### config.mk
export PLATFORM = sky130hd
export DESIGN_NAME = if_fetch_stage
export DESIGN_NICKNAME = d
export VERILOG_FILES = /design/src/rtl/if_fetch_stage_pkg.sv /design/src/rtl/if_fetch_stage.sv
export SDC_FILE = /design/constraint.sdc
export NUM_CORES = 1
export LEC_CHECK = 0
export BUFFER_PORTS_ARGS = -buffer_cell sky130_fd_sc_hd__buf_2
export CAP_MARGIN = 15
export CORE_ASPECT_RATIO = 0.5
export CORE_MARGIN = 1
export CORE_UTILIZATION = 45
export CTS_BUF_LIST = sky130_fd_sc_hd__clkbuf_2
export CTS_CLUSTER_SIZE = 10
export DETAILED_ROUTE_END_ITERATION = 10
export HOLD_SLACK_MARGIN = 0.03
export PLACE_DENSITY = 0.71
export SLEW_MARGIN = 20
export SYNTH_ARGS = -nofsm -noshare
export SYNTH_HDL_FRONTEND = slang
export SYNTH_SLANG_ARGS = --single-unit
### constraint.sdc
create_clock -name clk -period 7.5 [get_ports clk]
set_clock_uncertainty 0.05 [all_clocks]
set_input_delay 0 -clock clk [delete_from_list [all_inputs] [get_ports clk]]
set_output_delay 0 -clock clk [all_outputs]
set_load 0.02 [all_outputs]
### src/rtl/if_fetch_stage_pkg.sv
// Shared pipeline definitions for the fetch stage and the IF/ID boundary.
package if_fetch_stage_pkg;

    localparam int unsigned INSTR_BYTES = 4;
    localparam logic [31:0] NOP_INSTR   = 32'h0000_0013;  // addi x0,x0,0

    typedef enum logic [1:0] {
        StRun,
        StSkid,
        StDrop
    } fetch_state_t;

    typedef struct packed {
        logic        valid;
        logic [31:0] pc;
        logic [31:0] instr;
    } if_id_t;

endpackage

### src/rtl/if_fetch_stage.sv
// Instruction-fetch stage: owns the PC, drives the imem req/ack port and fills the IF/ID register,
// with a one-entry skid for ID backpressure and a drop state for redirects during a pending fetch.
module if_fetch_stage
    import if_fetch_stage_pkg::*;
#(
    parameter int unsigned           ADDR_WIDTH = 32,
    parameter int unsigned           DATA_WIDTH = 32,
    parameter logic [ADDR_WIDTH-1:0] PC_ADDR    = 32'h8000_0000,
    parameter logic [DATA_WIDTH-1:0] NOP_INSTR  = DATA_WIDTH'(if_fetch_stage_pkg::NOP_INSTR)
) (
    input  logic                  clk,
    input  logic                  reset,
    input  logic                  use_branch,
    input  logic [ADDR_WIDTH-1:0] branch_out,
    input  logic                  flush,
    input  logic                  stall,
    output logic                  imem_req_o,
    output logic [ADDR_WIDTH-1:0] imem_addr_o,
    input  logic                  imem_ack_i,
    input  logic [DATA_WIDTH-1:0] imem_data_i,
    output logic                  if_valid_o,
    output logic [ADDR_WIDTH-1:0] if_pc_o,
    output logic [DATA_WIDTH-1:0] if_instr_o
);

    fetch_state_t          state_q, state_d;
    logic                  started_q;
    logic [ADDR_WIDTH-1:0] pc_q, pc_d;
    logic [ADDR_WIDTH-1:0] pend_pc_q, pend_pc_d;
    logic [ADDR_WIDTH-1:0] skid_pc_q, skid_pc_d;
    logic [DATA_WIDTH-1:0] skid_instr_q, skid_instr_d;
    logic                  valid_q, valid_d;
    logic [ADDR_WIDTH-1:0] out_pc_q, out_pc_d;
    logic [DATA_WIDTH-1:0] instr_q, instr_d;

    logic                  ack_v;
    logic                  slot_free;
    logic [ADDR_WIDTH-1:0] target;
    logic [ADDR_WIDTH-1:0] pc_next;

    // started_q keeps req low for the first cycle out of reset.
    assign imem_req_o  = started_q && (state_q == StRun || state_q == StDrop);
    assign imem_addr_o = pc_q;
    assign ack_v       = imem_ack_i && imem_req_o;
    assign slot_free   = !valid_q || !stall;
    assign target      = {branch_out[ADDR_WIDTH-1:2], 2'b00};
    assign pc_next     = pc_q + ADDR_WIDTH'(INSTR_BYTES);

    assign if_valid_o  = valid_q;
    assign if_pc_o     = out_pc_q;
    assign if_instr_o  = instr_q;

    always_comb begin
        state_d      = state_q;
        pc_d         = pc_q;
        pend_pc_d    = pend_pc_q;
        skid_pc_d    = skid_pc_q;
        skid_instr_d = skid_instr_q;
        valid_d      = valid_q;
        out_pc_d     = out_pc_q;
        instr_d      = instr_q;

        // ID takes the current instruction whenever it is not stalled.
        if (valid_q && !stall) begin
            valid_d = 1'b0;
            instr_d = NOP_INSTR;
        end

        unique case (state_q)
            StRun: begin
                if (use_branch) begin
                    if (ack_v || !imem_req_o) begin
                        pc_d = target;
                    end else begin
                        pend_pc_d = target;
                        state_d   = StDrop;
                    end
                end else if (ack_v && !flush) begin
                    if (slot_free) begin
                        valid_d  = 1'b1;
                        out_pc_d = pc_q;
                        instr_d  = imem_data_i;
                    end else begin
                        skid_pc_d    = pc_q;
                        skid_instr_d = imem_data_i;
                        state_d      = StSkid;
                    end
                    pc_d = pc_next;
                end
            end
            StSkid: begin
                if (use_branch) begin
                    pc_d    = target;
                    state_d = StRun;
                end else if (flush) begin
                    state_d = StRun;
                end else if (!stall) begin
                    valid_d  = 1'b1;
                    out_pc_d = skid_pc_q;
                    instr_d  = skid_instr_q;
                    state_d  = StRun;
                end
            end
            StDrop: begin
                if (ack_v) begin
                    pc_d    = use_branch ? target : pend_pc_q;
                    state_d = StRun;
                end else if (use_branch) begin
                    pend_pc_d = target;
                end
            end
            default: state_d = StRun;
        endcase

        if (flush || use_branch) begin
            valid_d = 1'b0;
            instr_d = NOP_INSTR;
        end
    end

    always_ff @(posedge clk or posedge reset) begin
        if (reset) begin
            state_q      <= StRun;
            started_q    <= 1'b0;
            pc_q         <= PC_ADDR;
            pend_pc_q    <= PC_ADDR;
            skid_pc_q    <= PC_ADDR;
            skid_instr_q <= NOP_INSTR;
            valid_q      <= 1'b0;
            out_pc_q     <= PC_ADDR;
            instr_q      <= NOP_INSTR;
        end else begin
            state_q      <= state_d;
            started_q    <= 1'b1;
            pc_q         <= pc_d;
            pend_pc_q    <= pend_pc_d;
            skid_pc_q    <= skid_pc_d;
            skid_instr_q <= skid_instr_d;
            valid_q      <= valid_d;
            out_pc_q     <= out_pc_d;
            instr_q      <= instr_d;
        end
    end

endmodule

==> metrics.csv <==
stage,metric,value,unit
critical_path,CP Class,flop to flop,
critical_path,critical path arrival,3.95,ns
layout,most frequent cells in the layout,"dfrtp_1, buf_2, dlygate4sd3_1",
timing,final setup violating endpoints,0,
place,count of input and output buffers,165,
clock_network,clock sinks,196,
logic_synthesis,Yosys reg bits,196,
logic_synthesis,sequential-to-total area share from yosys stat,0.5062,
grt,first-pass GRT wire length,45480,µm
detailed_routing,Routed WL per cell,18.82,µm
layout,Layout fillers,1740,
timing,Setup TNS Final,0,ns
logic_synthesis,Post-synth EDFFs,0,
pwr,total power,3.858,mW
critical_path,Worst R2R Path Depth,8,
detailed_routing,total number of vias,8607,
layout,"most common cell after layout, fill and taps aside",dfrtp_1,
logic_synthesis,Synth Instances,916,
logic_synthesis,syn nets,991,
flow_run,max cap viols,0,
clock_network,"Reg clk slew, reported paths",0.28,ns
logic_synthesis,yosys warns,0,
clock_network,CTS tree,yes,
logic_synthesis,Main synth FF type,dfrtp_1,
detailed_routing,antenna-violating nets left,0,
layout,share of cells above drive strength 1,0.2802,
hold_path,worst hold path type,input pin to flop,
critical_path,"CP delay by family, top",simple AND/OR/NAND/NOR gates,
floorplanning,IO Pins,168,
grt,Total GRT Usage,0.2602,
logic_synthesis,"Avg Cell Area, Syn",10.61,µm²
floorplanning,die area,22220,µm²
timing,Final Hold Fails,0,
logic_synthesis,Netlist cell types,68,
layout,NumNets Final,1279,
pwr,VDD IR-drop max,0.0001460,V
detailed_routing,initial DRC count,916,
floorplanning,die extent in x,209.8,µm
timing,fmax,0.3024,GHz
floorplanning,Core ar.,20830,µm²
clock_network,Worst-Skew Late Latency,0.85,ns
critical_path,CP max stage cell,or3_2,
critical_path,buffers and inverters on the worst path,2,
critical_path,CP max stage delay,0.87,ns
pwr,PD cells,308.6,nW/µm²
clock_network,Num CTS Buffers,17,
logic_synthesis,Synth top area share,0.4791,
timing,RSZ-0062 raised after global routing,false,
place,dpl hpwl,16780,µm
critical_path,top fanout value on the critical path,64,
detailed_routing,routed vias/inst,5.777,
critical_path,Stages on worst setup path,8,
logic_synthesis,Synth async-reset ratio,1.000,
clock_network,"Hold-fix buffers, CTS",162,
timing,worst slew pin tran,0.9772,ns
grt,vias in the first global route,8902,
logic_synthesis,mapped cell area,9714,µm²
detailed_routing,DRT Pass-1 Iters,5,
floorplanning,Initial Util,0.4663,
layout,Antenna diodes,0,
timing,Final period util,0.4410,
clock_network,Root Driver,clkbuf_2,
logic_synthesis,largest cells by area after synthesis,"dfrtp_1, mux2_2, o21ai_0",
detailed_routing,final wirelength,28040,µm
critical_path,Critical Path Sink Type,flop,
place,Placer Congestion,0.8443,
timing,count of pins over their slew limit,0,
logic_synthesis,leading area contributor after synthesis,dfrtp_1,
layout,Layout area overhead,28.68,%
critical_path,crit start category,flop,
floorplanning,site row count,37,
timing,Rel. slew slack,0.3485,
floorplanning,Die Ht,105.9,µm
hold_path,Hold Path Depth,6,
clock_network,Post-CTS Setup Bufs,0,
pwr,leak pwr,5.806,nW
grt,initial antenna violation count,0,
detailed_routing,DRC viols,0,
outcome,status,"complete, no violations",
critical_path,critical-path cell list,inv_1 > ha_2 > buf_4 > nor2b_2 > a22oi_1 > or3_2 > nand2_1 > o21ai_0,
grt,GR Overflow Total,0,
clock_network,H-tree depth,4,
clock_network,Longest Clk Path Bufs,2,
timing,minimum clock period,3.307,ns
clock_network,Post-CTS Resized,0,
critical_path,Worst EP required,8.14,ns
grt,pin count of the biggest net entering global routing,117,
==> routing by layer <==
metal  vias up  share of wire  GRT usage  wire [µm]
met1      4295           0.42     0.3187      11910
li1       3921              -          -          -
met5         -              0          0          0
met2       319           0.50     0.4468      13910
met3        72          0.048    0.04845       1337
met4         0          0.032     0.1251        888
==> cells in the mapped netlist (all sizes together) (8+ instances only) <==
library cell,count
dfrtp,186
nand2,115
mux2,100
o21ai,92
a21oi,58
buf,41
mux2i,38
a22oi,33
clkbuf,29
nor2,25
inv,19
nand3,19
a31oi,11
nand4,11
dfstp,10
a22o,9
o22a,9
a221oi,8
==> final cells by class <==
cell class / instances / area, µm² / share of cell area
Sequential cell: 196 / 4917 / 0.3934
Timing Repair Buffer: 339 / 2541 / 0.2033
Clock buffer: 19 / 95.09 / 0.007607
Inverter: 20 / 82.58 / 0.006606
Clock inverter: 13 / 125.1 / 0.01001
Multi-Input combinational cell: 630 / 4398 / 0.3518
Tap cell: 273 / 341.6 / 0.02732
==> state kept, by name, summed over array words and instances, names as in the netlist <==
signal	flops
if_instr_o	32
imem_addr_o	32
started_q	1
skid_instr_q	32
skid_pc_q	32
if_pc_o	32
pend_pc_q	32
state_q	2
if_valid_o	1
==> kinds of logic (layout without fill, tap and decap cells) <==
kind of cell,after synthesis,in the layout,share of synthesized area
compound gates,266,266,0.1753
xor+xnor,4,4,0.003607
fa+ha+maj,5,5,0.006440
buf+inv,90,391,0.04225
flops,196,196,0.5062
mux,138,138,0.1551
other cells,1,1,0.0003860
simple gates,216,216,0.1108
==> worst min-delay path, delay by kind of cell <==
family          cells  cell delay (ns)
compound gates      3             0.29
buf+inv             2             0.67
simple gates        1             0.05
==> power by group <==
part	total (mW)	switching, mW	leakage, nW	internal, mW
sequential	1.64	0.303	2.54	1.34
combinational	1.70	1.01	3.14	0.689
clock	0.512	0.385	0.124	0.127
==> worst paths after layout <==
path                               start             end  slack (ns)
setup / recovery              state_q[1]     if_pc_o[16]        4.19
hold / removal             branch_out[6]  imem_addr_o[6]        0.13
setup reg to reg              state_q[1]     if_pc_o[16]        4.19
hold reg to reg              if_pc_o[31]     if_pc_o[31]        0.45
max in group asynchronous          reset     if_pc_o[19]        5.75
min in group asynchronous          reset       started_q        0.39
==> metrics by stage <==
stage                     instance area [µm²]  hold WS, ns  utilization  std cells  setup WS, ns
after floorplan                          9714       0.1005            -        916         2.126
after global placement                  10660       0.1800       0.5115       1296         4.337
after detailed placement                10660       0.1811       0.5115       1296         4.212
after CTS                               12500      0.03083       0.5999       1490         4.155
after global routing                    12500      0.09794       0.6001       1490         3.946
final                                   12500       0.1317       0.6001       1490         4.193
No activity file was read; power rests on OpenSTA's default activity.
